### config.mk
export PLATFORM = sky130hd
export DESIGN_NAME = ssd_scan_decoder
export DESIGN_NICKNAME = d
export VERILOG_FILES = /design/src/rtl/ssd_pkg.sv /design/src/rtl/ssd_glyph_decoder.sv /design/src/rtl/ssd_scan_decoder.sv
export SDC_FILE = /design/constraint.sdc
export NUM_CORES = 1
export LEC_CHECK = 0
export ABC_AREA = 1
export BUFFER_PORTS_ARGS = -buffer_cell sky130_fd_sc_hd__buf_2
export CAP_MARGIN = 20
export CORE_ASPECT_RATIO = 0.75
export CORE_MARGIN = 3
export CORE_UTILIZATION = 56
export DETAILED_ROUTE_END_ITERATION = 6
export PLACE_DENSITY = 0.79
export SYNTH_ARGS = -nofsm -noshare
export SYNTH_HDL_FRONTEND = slang
export SYNTH_SLANG_ARGS = --single-unit
### constraint.sdc
create_clock -name clk -period 2.7 [get_ports clk]
set_input_delay 0.27 -clock clk [delete_from_list [all_inputs] [get_ports clk]]
set_output_delay 0.27 -clock clk [all_outputs]
set_load 0.1 [all_outputs]
### src/rtl/ssd_pkg.sv
// Shared definitions for the seven-segment scan decoder: glyph constants,
// decoder FSM states, digit count and an anode-select helper.
// Glyphs are lit patterns in HGFEDCBA order; the bus carries their complements.
package ssd_pkg;

    localparam int NUM_DIGITS = 4;

    localparam logic [7:0] SEG_0 = 8'h3F;
    localparam logic [7:0] SEG_1 = 8'h06;
    localparam logic [7:0] SEG_2 = 8'h5B;
    localparam logic [7:0] SEG_3 = 8'h4F;
    localparam logic [7:0] SEG_4 = 8'h66;
    localparam logic [7:0] SEG_5 = 8'h6D;
    localparam logic [7:0] SEG_6 = 8'h7D;
    localparam logic [7:0] SEG_7 = 8'h07;
    localparam logic [7:0] SEG_8 = 8'h7F;
    localparam logic [7:0] SEG_9 = 8'h6F;

    typedef enum logic [1:0] {
        IDLE   = 2'd0,
        SETTLE = 2'd1,
        HOLD   = 2'd2
    } state_t;

    // Returns {selectable, digit index}; selectable only when exactly one
    // active-low anode is driven.
    function automatic logic [2:0] an_select(input logic [3:0] an);
        logic [2:0] r;
        case (an)
            4'b1110: r = 3'b1_00;
            4'b1101: r = 3'b1_01;
            4'b1011: r = 3'b1_10;
            4'b0111: r = 3'b1_11;
            default: r = 3'b0_00;
        endcase
        return r;
    endfunction

endpackage

### src/rtl/ssd_glyph_decoder.sv
// Purpose: map an active-low seven-segment pattern (GFEDCBA) to a BCD nibble.
// Latency: combinational, zero cycles.
// Backpressure: none; hit=0 flags a pattern that is not a decimal glyph.
import ssd_pkg::*;

module ssd_glyph_decoder (
    input  logic [6:0] seg,
    output logic       hit,
    output logic [3:0] nibble
);

    logic [6:0] lit;

    assign lit = ~seg;

    // Exact-match lookup against the lit glyph table.
    always_comb begin
        hit    = 1'b1;
        nibble = 4'd0;
        case (lit)
            SEG_0[6:0]: nibble = 4'd0;
            SEG_1[6:0]: nibble = 4'd1;
            SEG_2[6:0]: nibble = 4'd2;
            SEG_3[6:0]: nibble = 4'd3;
            SEG_4[6:0]: nibble = 4'd4;
            SEG_5[6:0]: nibble = 4'd5;
            SEG_6[6:0]: nibble = 4'd6;
            SEG_7[6:0]: nibble = 4'd7;
            SEG_8[6:0]: nibble = 4'd8;
            SEG_9[6:0]: nibble = 4'd9;
            default:    hit    = 1'b0;
        endcase
    end

endmodule

### src/rtl/ssd_scan_decoder.sv
// Purpose: rebuild four BCD digits from a multiplexed 7-seg bus (SSD_DP_CAPTURE_EN adds dp capture).
// Latency: capture lands SETTLE_CYCLES edges after the first sample edge (sample stage adds one).
// Backpressure: none; passive bus monitor, frame_done/err are single-cycle pulses.
import ssd_pkg::*;

module ssd_scan_decoder #(
    parameter int SETTLE_CYCLES = 4
) (
    input  logic        clk,
    input  logic        rst,
    input  logic [7:0]  seg,
    input  logic [3:0]  an,
    output logic [15:0] digits,
    output logic [3:0]  dp,
    output logic [3:0]  valid,
    output logic        frame_done,
    output logic        err,
    output logic [1:0]  err_digit
);

    localparam int             CW      = $clog2(SETTLE_CYCLES + 1);
    localparam logic [CW-1:0]  CNT_SAT = CW'(SETTLE_CYCLES);

    logic [7:0]            seg_in;
    logic [3:0]            s_an, p_an;
    logic [7:0]            s_seg, p_seg;
    logic [2:0]            sel;
    logic                  sel_ok;
    logic [1:0]            sel_idx;
    logic                  changed;
    logic [CW-1:0]         cnt, cnt_nxt;
    state_t                state, state_nxt;
    logic                  capture;
    logic                  glyph_hit;
    logic [3:0]            glyph_nib;
    logic [NUM_DIGITS-1:0] mask_q, mask_new;
    logic [15:0]           digits_q;
    logic [NUM_DIGITS-1:0] valid_q;
    logic                  fd_q, err_q;
    logic [1:0]            errd_q;

`ifdef SSD_DP_CAPTURE_EN
    assign seg_in = seg;
`else
    // Decimal point is not tracked: pin it unlit so it never restarts a run.
    logic unused_dp;
    assign unused_dp = seg[7];
    assign seg_in    = {1'b1, seg[6:0]};
`endif

    // Sample the bus, and keep the prior sample for change detection.
    always_ff @(posedge clk or posedge rst) begin
        if (rst) begin
            s_an  <= 4'hF;
            s_seg <= 8'hFF;
            p_an  <= 4'hF;
            p_seg <= 8'hFF;
        end else begin
            s_an  <= an;
            s_seg <= seg_in;
            p_an  <= s_an;
            p_seg <= s_seg;
        end
    end

    assign sel     = an_select(s_an);
    assign sel_ok  = sel[2];
    assign sel_idx = sel[1:0];
    assign changed = ({s_an, s_seg} != {p_an, p_seg});

    // Run length of identical selectable samples, saturating at the threshold.
    always_comb begin
        cnt_nxt = '0;
        if (!sel_ok)
            cnt_nxt = '0;
        else if (changed)
            cnt_nxt = CW'(1);
        else if (cnt == CNT_SAT)
            cnt_nxt = cnt;
        else
            cnt_nxt = cnt + CW'(1);
    end

    // Run counter register.
    always_ff @(posedge clk or posedge rst) begin
        if (rst)
            cnt <= '0;
        else
            cnt <= cnt_nxt;
    end

    // FSM state register.
    always_ff @(posedge clk or posedge rst) begin
        if (rst)
            state <= IDLE;
        else
            state <= state_nxt;
    end

    // FSM next state: blank drops to IDLE, a full run parks in HOLD.
    always_comb begin
        state_nxt = state;
        if (!sel_ok)
            state_nxt = IDLE;
        else if (cnt_nxt == CNT_SAT)
            state_nxt = HOLD;
        else
            state_nxt = SETTLE;
    end

    // FSM output: one capture per stable window. With a threshold of one a
    // changed sample in HOLD is itself a complete new window.
    always_comb begin
        capture = 1'b0;
        if (sel_ok && (cnt_nxt == CNT_SAT) && ((state != HOLD) || changed))
            capture = 1'b1;
    end

    ssd_glyph_decoder u_glyph (
        .seg    (s_seg[6:0]),
        .hit    (glyph_hit),
        .nibble (glyph_nib)
    );

    assign mask_new = mask_q | (4'b0001 << sel_idx);

    // Capture registers, frame tracking and single-cycle status pulses.
    always_ff @(posedge clk or posedge rst) begin
        if (rst) begin
            digits_q <= '0;
            valid_q  <= '0;
            mask_q   <= '0;
            fd_q     <= 1'b0;
            err_q    <= 1'b0;
            errd_q   <= 2'd0;
        end else begin
            fd_q  <= 1'b0;
            err_q <= 1'b0;
            if (capture) begin
                if (glyph_hit) begin
                    digits_q[{sel_idx, 2'b00} +: 4] <= glyph_nib;
                    valid_q[sel_idx]                <= 1'b1;
                    if (mask_new == 4'hF) begin
                        fd_q   <= 1'b1;
                        mask_q <= '0;
                    end else begin
                        mask_q <= mask_new;
                    end
                end else begin
                    err_q  <= 1'b1;
                    errd_q <= sel_idx;
                end
            end
        end
    end

`ifdef SSD_DP_CAPTURE_EN
    logic [NUM_DIGITS-1:0] dp_q;

    // Decimal point follows each good capture of its digit.
    always_ff @(posedge clk or posedge rst) begin
        if (rst)
            dp_q <= '0;
        else if (capture && glyph_hit)
            dp_q[sel_idx] <= ~s_seg[7];
    end

    assign dp = dp_q;
`else
    assign dp = 4'b0000;
`endif

    assign digits     = digits_q;
    assign valid      = valid_q;
    assign frame_done = fd_q;
    assign err        = err_q;
    assign err_digit  = errd_q;

endmodule

Word level (Yosys, flattened, before mapping) --
Cells that the tools add are included.
Operators by class: $add $sub $neg 2, order comparisons 2, equal/unequal tests 19, shifts and indexed selects 3, mux-type cells 18, bitwise operators 4, reduce and logical (&&, ||, !) cells 7
Operators with widths (number):
- 7-bit == test (second input constant) | 7
- 4-bit case mux with 9 select lines | 1
- 16-bit bitwise mux | 1
- 4-bit == test (second input constant) | 4
- 4-bit by 6-bit variable shift with 16-bit output (first input constant) | 1
- 4-bit by 6-bit variable part select with 16-bit output | 1
- 7-bit by 3-bit == test with 1-bit output (second input constant) | 2
- 3-bit case mux with 4 select lines | 1
- 11-bit != test | 1
- 10-bit OR reduction | 1
- 3-bit 2-to-1 mux | 3
- 1-bit 2-to-1 mux | 8
- 4-bit bitwise OR | 2
- 7-bit by 6-bit == test with 1-bit output (second input constant) | 1
- 7-bit NOT | 1
- 3-bit == test (second input constant) | 2
- 4-bit negation with 6-bit output | 1
- 4-bit by 3-bit == test with 1-bit output (second input constant) | 1
- 2-bit 2-to-1 mux | 2
- 4-bit 2-to-1 mux | 1
- 2-bit AND reduction | 2
- 1-bit by 2-bit left shift with 4-bit output (first input constant) | 1
- 3-bit by 1-bit adder with 3-bit output (second input constant) | 1
- 1-bit logical AND | 3
- 6 further kinds | 6
Word-level totals: register bits after elaboration 55, input port bits 14, output and inout port bits 28, word-level logic and storage cells 67

Depth between registers and ports, before layout --
Gate-level depths: netlist of run 1.
word-level depth 9, gate-level depth with buffers 15, mapped depth without buffers 13

By module --
A second synthesis of run 1 with hierarchy kept.
Unflattened totals: cells, all modules 325, area total of the unflattened synthesis 2762.6 µm²
By module, submodules not included:
- ssd_scan_decoder | times used 1, cells each 276, area each 2529.9 µm², sequential area each 1403.8 µm²
- ssd_glyph_decoder | times used 1, cells each 49, area each 232.7 µm², sequential area each 0.0 µm²

Worst setup path after synthesis of run 1 --
No wires, ideal clock.
kind register to register, from register s_an[3], to register mask_q[0], setup time 0.118 ns, data arrival time 2.108 ns, data required time 2.582 ns, path slack 0.474 ns, cell stages (with the launch flop) 11, buffers on the path 1, period minus slack after synthesis 2.226 ns, cells stage by stage dfstp_2 nor3_1 a31o_2 inv_1 ha_1 buf_2 nor2_1 nor4_1 nor2_1 nand4_1 nand2_1
Between the ends: elaborated cells between the ends (all ways) 18, those cells by class eq/ne: 7; shift: 1; mux: 5; bitwise: 1; reduce/logical: 4
RTL lines:
- from (decl) | RTL line ssd_scan_decoder.sv:25 | logic [3:0] s_an, p_an;
- from (signal assigned) | RTL line ssd_scan_decoder.sv:59 | s_an <= an;
- 4-bit by 3-bit == test with 1-bit output or 4-bit == test (tied branches) | RTL line ssd_pkg.sv:29 | case (an)
- 3-bit case mux with 4 select lines * | RTL line ssd_pkg.sv:29
- via sel[0] | RTL line ssd_scan_decoder.sv:27 | logic [2:0] sel;
- 1-bit by 2-bit left shift with 4-bit output * | RTL line ssd_scan_decoder.sv:125 | assign mask_new = mask_q | (4'b0001 << sel_idx);
- 4-bit bitwise OR * | RTL line ssd_scan_decoder.sv:125
- 4-bit == test | RTL line ssd_scan_decoder.sv:143 | if (mask_new == 4'hF) begin
- 4-bit 2-to-1 mux * | RTL line ssd_scan_decoder.sv:143
- to (signal assigned) | RTL line ssd_scan_decoder.sv:147 | mask_q <= mask_new;
- to (decl) | RTL line ssd_scan_decoder.sv:36 | logic [NUM_DIGITS-1:0] mask_q, mask_new;
The timed path passes the listed nets; every way through them passes the cells marked *. A chain may end at the register's enable or synchronous reset.

Worst setup path in the final report of run 1 --
from register s_seg[6], to register digits_q[14] (netlist: digits[14])
Between the ends: word-level cells in the longest chain between the ends 8, elaborated cells between the ends (all ways) 25, those cells by class eq/ne: 12; shift: 1; mux: 6; bitwise: 1; reduce/logical: 5
Ends and longest elaborated chain:
- from (decl) | RTL line ssd_scan_decoder.sv:26 | logic [7:0] s_seg, p_seg;
- from (signal assigned) | RTL line ssd_scan_decoder.sv:60 | s_seg <= seg_in;
- 11-bit != test | RTL line ssd_scan_decoder.sv:69 | assign changed = ({s_an, s_seg} != {p_an, p_seg});
- 3-bit 2-to-1 mux | RTL line ssd_scan_decoder.sv:76 | else if (changed)
- 3-bit 2-to-1 mux | RTL line ssd_scan_decoder.sv:74 | if (!sel_ok)
- 3-bit == test | RTL line ssd_scan_decoder.sv:115 | if (sel_ok && (cnt_nxt == CNT_SAT) && ((state != HOLD) || changed))
- 1-bit logical AND (2 in a row) | RTL line ssd_scan_decoder.sv:115
- 1-bit 2-to-1 mux | RTL line ssd_scan_decoder.sv:115
- 2-bit AND reduction (no line)
- to (signal, indexed assignment) | RTL line ssd_scan_decoder.sv:141 | digits_q[{sel_idx, 2'b00} +: 4] <= glyph_nib;
- to (decl) | RTL line ssd_scan_decoder.sv:37 | logic [15:0] digits_q;
Several ways; a longest one is shown, not always the timed one.

==> run metrics, run 1 <==
critical path start-end classification=reg2reg; Syn Inst Count=314; # IOs=42; post-detail-place hpwl=3.67 mm; number of flops mapped to enable cells by yosys=0; average detailed-routed wire length per instance=11.9 µm; number of setup violations in the final report=0; combined flip-flop and latch cell area=0.00140 mm²; Placeable Area=0.00457 mm²; most frequently used cell type in the post-synthesis netlist=nand2_1; first-pass GRT wire length=8.56 mm; Post-Place Cell Area=0.00296 mm²; P&R area growth vs syn=13.5%; CP endpoint kind=register; final core utilization=67.2%; GP Congestion=0.872; fin worst setup slack=401 ps; overflow left after global routing=0; result of the run=complete, but fails checks; Synth Cell Area=0.00271 mm²; clock slew at reported path FFs=90 ps; die width=86.3 µm; count of yosys warnings during synthesis=0; Port Buffers=36; Avg Inst Size Synth=8.62 µm²; vias in the first global route=1,903; reported leakage power=1.73 nW; top cells by area in the synthesized netlist=dfrtp_1 (31%), dfstp_2 (21%), nand2_1 (12%); starting density of the core=59.2%; share of layout cells above drive strength 1=24.8%; Critical R2R Capture=digits[14]; element type at the critical path start=register; routed wire length=4.96 mm; number of resized instances in the post-cts repair step=0; TritonCTS clock tree=built; # nets final=381; setup repair after global routing missed its margin=no; H-tree level count=2; dpl ws=431 ps; top cells by count, synth=nand2_1 (88), inv_1 (36), nor2_1 (36); count of standard-cell rows=21; achievable frequency=435 MHz; DRT Pass-1 Iters=4; Power Total=1.54 mW; Fin Setup TNS=0 ps; cell count after placement=408; share of Yosys cell area claimed by the top area cell type=30.5%; area of combinational cells with multiple inputs=0.00110 mm²; routed via count divided by cell count=5.09; antenna violations before repair=0; residual antenna-violating net count after detailed routing=0; height of the chip=66.2 µm; Layout fillers=389; distinct cell type count after synthesis=33; final-layout worst hold slack=-0.506 ps; number of clock sinks=55; critical path peak fanout=13; drt drc=0; maximum number of pins on one net before global-route repair=56; WP data arrival=2500 ps; # hold bufs at CTS=0; Worst VDD drop=0.339 mV; Final Critical Period=2300 ps; fraction of the yosys area taken by sequential cells=51.9%; count of final max-slew check failures=0; final instance area=0.00307 mm²; origin of the critical flop-to-flop path=s_seg[6]; diodes inserted=0; number of buffers inserted by post-CTS setup repair=0; DRC violation total after the first TritonRoute iteration=139; FF-to-FF setup slack=400 ps; number of clock buffers inserted by TritonCTS=5; #FFs+latches synth=55; Max-Cap Viols=0; Reg2Reg Depth=14; type of the most critical hold path=in2async; buffer depth of the longest clock path=2; required time of the critical path=2910 ps; insertion delay to the later sink of the worst-skew pair=310 ps; Tcrit/Tclk final=85.1%; post-layout instance count excluding filler cells=416; top_reg_cell synth=dfrtp_1; via count=2,118; post-route clock skew=4.78 ps; share of flip-flops with an asynchronous set or reset after synthesis=100%; endpoints failing hold=1; overall routing resource usage=19.1%; P per Cell Area=501 mW/mm²; buffer cell driving the clock tree root=clkbuf_8; Die Footprint=0.00571 mm²; post-synthesis cell type with the largest combined area=dfrtp_1; failing checks=hold timing
==> routing by layer <==
| layer | vias up | GRT usage [%] | routed length (µm) |
|---|---|---|---|
| li1 | 1071 | - | - |
| met5 | - | 0 | 0 |
| met3 | 5 | 4.98 | 272 |
| met2 | 52 | 29.0 | 2130 |
| met1 | 990 | 27.3 | 2520 |
| met4 | 0 | 4.67 | 36 |
==> area by class of cell <==
type,count,share of cell area (%)
sequential,55,45.7
multi-input combinational,216,35.9
timing repair buffer,42,7.74
inverter,38,4.65
clock buffer,7,3.50
tap,57,2.32
clock inverter,1,0.163
==> worst max-delay path: stages (launching register included) <==
cell	delay [ps]
dfstp_2	600
inv_2	80
nand2_2	50
nand2_1	40
nor2_1	110
nand2_1	100
nor2_4	150
nand3_1	110
nand2_2	110
nand3_2	150
nor2_4	290
buf_4	220
nand2_4	60
nand2_1	60
nand2_1	50
==> power by group <==
group	switching [mW]	internal (mW)	leakage, nW
Combinational	0.104	0.0417	0.980
Sequential	0.0194	0.857	0.690
Clock	0.253	0.263	0.0594
==> worst max path at each step <==
stage	slack, ps	start	to
CTS	410	s_seg[6]	digits[14]
finish	400	s_seg[6]	digits[14]
global route	190	s_seg[6]	digits[13]
detailed placement	430	s_seg[6]	digits[15]
global placement	490	s_seg[6]	digits[14]
floorplan	470	s_an[3]	mask_q[0]
==> placed cells by master, fill, tap and decap left out, types with 9 or more instances in the layout <==
cell type / instances
nand3_1: 30
ha_1: 9
nor2_1: 36
dfstp_2: 22
nand2_1: 88
buf_2: 36
dfrtp_1: 33
nand4_1: 9
inv_1: 35
==> state kept, by name, summed over array words and instances, names as in the netlist <==
signal / count
p_an: 4
state: 2
s_seg: 7
valid: 4
err: 1
p_seg: 7
err_digit: 2
mask_q: 4
cnt: 3
s_an: 4
frame_done: 1
digits: 16
==> cell families (layout without fill, tap and decap cells) <==
kind of cell             count (synthesis)  count (layout)  share of synthesized area (%)
AND/OR/NAND/NOR                        185             185                           31.4
flip-flops                              55              55                           51.9
buffers and inverters                   46              88                           7.81
AO/OA/AOI/OAI                           12              12                           2.68
adder cells (fa/ha/maj)                  9               9                           4.16
XOR/XNOR                                 6               6                           1.94
other                                    1               4                          0.139
Power figures use the tool's default switching activity.
==> inputs of run 2 (changes only) <==
--- a/config.mk
+++ b/config.mk
@@ -12,6 +12,7 @@
 export CORE_MARGIN = 3
 export CORE_UTILIZATION = 56
 export DETAILED_ROUTE_END_ITERATION = 6
+export HOLD_SLACK_MARGIN = 0.1
 export PLACE_DENSITY = 0.79
 export SYNTH_ARGS = -nofsm -noshare
 export SYNTH_HDL_FRONTEND = slang
==> run 2 against run 1 <==
Net effect:
- the flow now finishes without violations
- register-to-register slack about the same
- global-route usage increased by 0.53 points
- wire length increased by 1.9%
- worst hold slack improved by 390 ps
- clock power about the same
- critical path type unchanged
- largest cell class unchanged
- highest routed layer unchanged
==> run metrics, run 2 (synthesis results as in run 1) <==
Worst VDD drop=0.344 mV (+1.5%); share of layout cells above drive strength 1=24.0% (-0.80 points); most common cell after layout, fill and taps aside=nand2_1; P&R area growth vs syn=17.9%; combined flip-flop and latch cell area=0.00140 mm² (unchanged); Placeable Area=0.00457 mm² (unchanged); number of buffer and inverter stages on the critical path=2 (unchanged); antenna violations before repair=0 (unchanged); required time of the critical path=2910 ps (about the same); master of the slowest instance on the critical path=dfstp_2; # IOs=42 (unchanged); routed via count divided by cell count=5.05 (-0.83%); number of clock buffers inserted by TritonCTS=5 (unchanged); Final Critical Period=2300 ps (-2.67 ps); number of clock sinks=55 (unchanged); type of the most critical hold path=reg2reg; endpoints failing hold=0 (-1); CP cell instances=inv_2 -> nand2_2 -> nand2_1 -> nor2_1 -> nand2_1 -> nor2_4 -> nand3_1 -> nand2_2 -> nand3_2 -> nor2_4 -> buf_4 -> nand2_4 -> nand2_1 -> nand2_1; height of the chip=66.2 µm (unchanged); CP endpoint kind=register; P per Cell Area=486 mW/mm² (-3.0%); Max-Cap Viols=0 (unchanged); average detailed-routed wire length per instance=11.8 µm (-1.0%); # nets final=393 (+3.1%); starting density of the core=59.2% (unchanged); critical path peak fanout=13 (unchanged); diodes inserted=0 (unchanged); number of buffers inserted by post-CTS setup repair=0 (unchanged); DRT Pass-1 Iters=4 (unchanged); H-tree level count=2 (unchanged); final-layout worst hold slack=389 ps (+390 ps); cell with the most instances on the worst path=nand2_1; post-detail-place hpwl=3.67 mm (unchanged); # hold bufs at CTS=12 (+12); die width=86.3 µm (unchanged); Layout fillers=373 (-4.1%); number of setup violations in the final report=0 (unchanged); commonest non-fill, non-tap cells in the layout=nand2_1 (88), nor2_1 (36), buf_2 (36); DRC violation total after the first TritonRoute iteration=121 (-13%); overall routing resource usage=19.6% (+0.53 points); buffer cell driving the clock tree root=clkbuf_8; GP Congestion=0.872 (unchanged); element type at the critical path start=register; overflow left after global routing=0 (unchanged); critical path start-end classification=reg2reg; critical path's largest stage delay=600 ps (about the same); Power Total=1.55 mW (+0.82%); via count=2,161 (+2.0%); WP data arrival=2500 ps (about the same); result of the run=completed; Port Buffers=36 (unchanged); achievable frequency=435 MHz (+0.12%); post-route clock skew=4.83 ps (+0.0532 ps); drt drc=0 (unchanged); maximum number of pins on one net before global-route repair=56 (unchanged); area of combinational cells with multiple inputs=0.00110 mm² (unchanged); reported leakage power=1.78 nW (+2.9%); Largest delay share family, worst path=simple AND/OR/NAND/NOR gates; Die Footprint=0.00571 mm² (unchanged); count of standard-cell rows=21 (unchanged); dpl ws=431 ps (unchanged); first-pass GRT wire length=8.81 mm (+3.0%); number of resized instances in the post-cts repair step=0 (unchanged); insertion delay to the later sink of the worst-skew pair=310 ps (about the same); TritonCTS clock tree=built; flip-flop count of the largest register after layout=16 (unchanged); setup repair after global routing missed its margin=no; FF-to-FF setup slack=400 ps (about the same); residual antenna-violating net count after detailed routing=0 (unchanged); count of final max-slew check failures=0 (unchanged); vias in the first global route=1,961 (+3.0%); fin worst setup slack=404 ps (+2.67 ps); Fin Setup TNS=0 ps (unchanged); Tcrit/Tclk final=85.0% (-0.099 points); routed wire length=5.05 mm (+1.9%); clock slew at reported path FFs=90 ps (about the same); buffer depth of the longest clock path=2 (unchanged)
==> run 2: worst reg2reg max path, cell delays in order, from the launching register on <==
cell     delay, ps
dfstp_2        600
inv_2           80
nand2_2         50
nand2_1         40
nor2_1         110
nand2_1        100
nor2_4         150
nand3_1        110
nand2_2        110
nand3_2        150
nor2_4         290
buf_4          220
nand2_4         60
nand2_1         60
nand2_1         50
==> run 2: through the flow <==
stage / cells / util, % / cell area (µm²)
floorplan: 317 / - / 2720
global placement: 408 / 64.7 / 2960
detailed placement: 408 / 64.7 / 2960
CTS: 428 / 69.8 / 3190
global route: 428 / 69.8 / 3190
finish: 428 / 69.8 / 3190
==> run 2: layout make-up <==
cell class              count  area share [%]
clock buffers               7            3.37
flip-flops and latches     55            44.0
well taps                  57            2.24
repair buffers             54            11.2
inverters                  38            4.47
multi-input cells         216            34.5
clock inverters             1           0.157
==> run 2: final timing paths <==
| check | start | to | cells after the start |
|---|---|---|---|
| min in group asynchronous | rst | cnt[2] | 4 |
| worst max register to register | s_seg[6] | digits[14] | 14 |
| worst min-delay path | s_an[1] | p_an[1] | 0 |
| max in group asynchronous | rst | s_seg[1] | 4 |
| worst max-delay path | s_seg[6] | digits[14] | 14 |
| worst min register to register | s_an[1] | p_an[1] | 0 |
==> run 2: power breakdown <==
group / switching, mW / internal, mW / total (mW)
logic: 0.106 / 0.0530 / 0.159
clock network: 0.252 / 0.263 / 0.515
registers: 0.0195 / 0.857 / 0.876
==> run 2: layer usage <==
layer  up-vias  share of wire (%)  track usage, %
met5         -                  0               0
met4         0               0.71            4.67
met3         5                5.0            5.11
met2        48                 44            30.2
met1      1013                 51            27.8
li1       1095                  -               -
==> inputs of run 3 (changes only) <==
--- a/config.mk
+++ b/config.mk
@@ -6,12 +6,12 @@
 export NUM_CORES = 1
 export LEC_CHECK = 0
 export ABC_AREA = 1
-export BUFFER_PORTS_ARGS = -buffer_cell sky130_fd_sc_hd__buf_2
 export CAP_MARGIN = 20
 export CORE_ASPECT_RATIO = 0.75
 export CORE_MARGIN = 3
-export CORE_UTILIZATION = 56
+export CORE_UTILIZATION = 63
 export DETAILED_ROUTE_END_ITERATION = 6
+export DONT_BUFFER_PORTS = 1
 export HOLD_SLACK_MARGIN = 0.1
 export PLACE_DENSITY = 0.79
 export SYNTH_ARGS = -nofsm -noshare
==> run 3 against run 2 <==
Net effect:
- cell area down 5.9%
- flip-flop and latch count stayed put
- sequential share of layout area rose by 2.8 points
- register-to-register slack lost 180 ps
- clock skew about the same
- global-route usage grew 1.4 points
- largest power group unchanged
==> run metrics, run 3 (synthesis results as in run 1) <==
maximum number of pins on one net before global-route repair=53 (-5.4%); count of standard-cell rows=19 (-9.5%); worst setup path startpoint=s_an[0]; max_slew headroom=38.7%; GP Congestion=0.859 (-1.5%); P per Cell Area=515 mW/mm² (+6.0%); Tcrit/Tclk final=91.8% (+6.7 points); cell-internal power=1.17 mW (-0.48%); cell count after placement=365 (-11%); # IOs=42 (unchanged); endpoints failing hold=0 (unchanged); clock slew at reported path FFs=90 ps (about the same); commonest non-fill, non-tap cells in the layout=nand2_1 (88), nor2_1 (36), inv_1 (35); master of the slowest instance on the critical path=dfstp_2; met2 track demand over resource in global routing=31.7% (+1.5 points); critical path's largest stage delay=580 ps (-20 ps); buffer cell driving the clock tree root=clkbuf_8; H-tree level count=2 (unchanged); DRT Pass-1 Iters=6 (+2); relative contribution of the clock network to total power=33.6% (+0.4 points); GR Util met3=5.76% (+0.66 points); routed via count divided by cell count=5.24 (+3.9%); drt drc=0 (unchanged); share of layout cells above drive strength 1=15.9% (-8.1 points); TritonCTS clock tree=built; element type at the critical path start=register; insertion delay to the later sink of the worst-skew pair=310 ps (about the same); setup repair after global routing missed its margin=no; Reg2Reg Depth=11 (-3); achievable frequency=404 MHz (-7.3%); first-pass GRT wire length=8.37 mm (-5.0%); height of the chip=62.8 µm (-5.2%); post-detail-place hpwl=3.49 mm (-5.0%); combinational cell fraction of total power=9.8% (-0.4 points); Power Total=1.55 mW (-0.23%); WP data arrival=2730 ps (+230 ps); worst hold path endpoint=p_an[1]; required time of the critical path=2950 ps (+40 ps); Tightest Pin Transition=920 ps; post-route clock skew=4.67 ps (-0.161 ps); final-layout worst hold slack=388 ps (-0.944 ps); flip-flop count of the largest register after layout=16 (unchanged); critical path peak fanout=9 (-4); Post-Place Cell Area=0.00274 mm² (-7.2%); average detailed-routed wire length per instance=12.7 µm (+7.5%); residual antenna-violating net count after detailed routing=0 (unchanged); FF-to-FF setup slack=220 ps (-180 ps); antenna violations before repair=0 (unchanged); vias in the first global route=1,908 (-2.7%); post-layout instance count excluding filler cells=386 (-9.8%); number of clock buffers inserted by TritonCTS=5 (unchanged); Critical R2R Capture=digits[14]; overflow left after global routing=0 (unchanged); origin of the critical flop-to-flop path=s_an[0]; startpoint of the lowest-slack hold path=s_an[1]; starting density of the core=69.4% (+10 points); Port Buffers=0 (-100%); Die Footprint=0.00513 mm² (-10%); overall routing resource usage=21.0% (+1.4 points); final core utilization=77.0% (+7.2 points); DRC violation total after the first TritonRoute iteration=131 (+8.3%); count of final max-slew check failures=0 (unchanged); most common cell after layout, fill and taps aside=nand2_1; routed wire length=4.90 mm (-3.0%); reported leakage power=1.59 nW (-11%); CP endpoint kind=register; number of clock sinks=55 (unchanged); CP cell instances=nand2_1 -> nor3_1 -> a31o_2 -> inv_1 -> ha_1 -> inv_1 -> o21ai_0 -> or2_2 -> nor2_1 -> nand3_1 -> nand2_1; result of the run=completed; die width=81.7 µm (-5.3%); type of the most critical hold path=reg2reg; Fin Setup TNS=0 ps (unchanged); diodes inserted=0 (unchanged); global routing's busiest layer=met2; Worst VDD drop=0.478 mV (+39%); Placeable Area=0.00390 mm² (-15%); number of setup violations in the final report=0 (unchanged); net switching power of the design=0.379 mW (+0.56%); dpl ws=296 ps (-135 ps); share of power burned in registers=56.6% (about the same); worst hold path cell count=0 (unchanged); switch share=24.5% (+0.19 points); Final Critical Period=2480 ps (+181 ps); # nets final=356 (-9.4%); P&R area growth vs syn=11.0%; fin worst setup slack=222 ps (-181 ps); buffer depth of the longest clock path=2 (unchanged); final instance area=0.00300 mm² (-5.9%); global-route met1 utilization=29.3% (+1.5 points); critical path start-end classification=reg2reg; Max-Cap Viols=0 (unchanged); via count=2,024 (-6.3%)
run 3: layout make-up:
| type | count | area [µm²] |
|---|---|---|
| Clock buffer | 7 | 108 |
| Clock inverter | 1 | 5.00 |
| Timing Repair Buffer | 17 | 170 |
| Fill cell | 271 | 896 |
| Multi-Input combinational cell | 216 | 1110 |
| Sequential cell | 55 | 1400 |
| Tap cell | 52 | 65.1 |
| Inverter | 38 | 143 |
run 3: how the worst max path moves through the flow:
stage / end / slack (ps) / cells after the start
2_1_floorplan: mask_q[0] / 470 / 10
3_3_place_gp: digits[14] / 360 / 11
3_5_place_dp: digits[14] / 300 / 11
4_1_cts: frame_done / 260 / 8
5_1_grt: digits[14] / 50 / 11
6_report: digits[14] / 220 / 11
run 3: metal layers:
metal / wire length, µm / vias to the layer above
met3: 357 / 8
met4: 69 / 0
met2: 2090 / 70
met1: 2380 / 926
met5: 0 / -
li1: - / 1020
run 3: worst max-delay path, delay by kind of cell, from the launching register on:
kind	cells	cell delay (ps)
AOI/OAI and AO/OA	2	410
adders and majority gates	1	280
buffers and inverters	2	320
DFF	1	580
and+or+nand+nor	6	840
run 3: power by group through the flow:
stage / Combinational [mW] / Sequential (mW) / Clock [mW]
floorplan: 0.117 / 0.885 / 0
global placement: 0.129 / 0.890 / 0
detailed placement: 0.133 / 0.891 / 0
CTS: 0.146 / 0.876 / 0.532
global route: 0.169 / 0.879 / 0.568
finish: 0.152 / 0.875 / 0.519
run 3: repair_timing:
action,4_1_cts,5_1_grt
hold buffers,11,1
endpoints found under the setup margin,0,2
endpoints found under the hold margin,11,5
buffers inserted,0,0
gates resized for setup,0,1
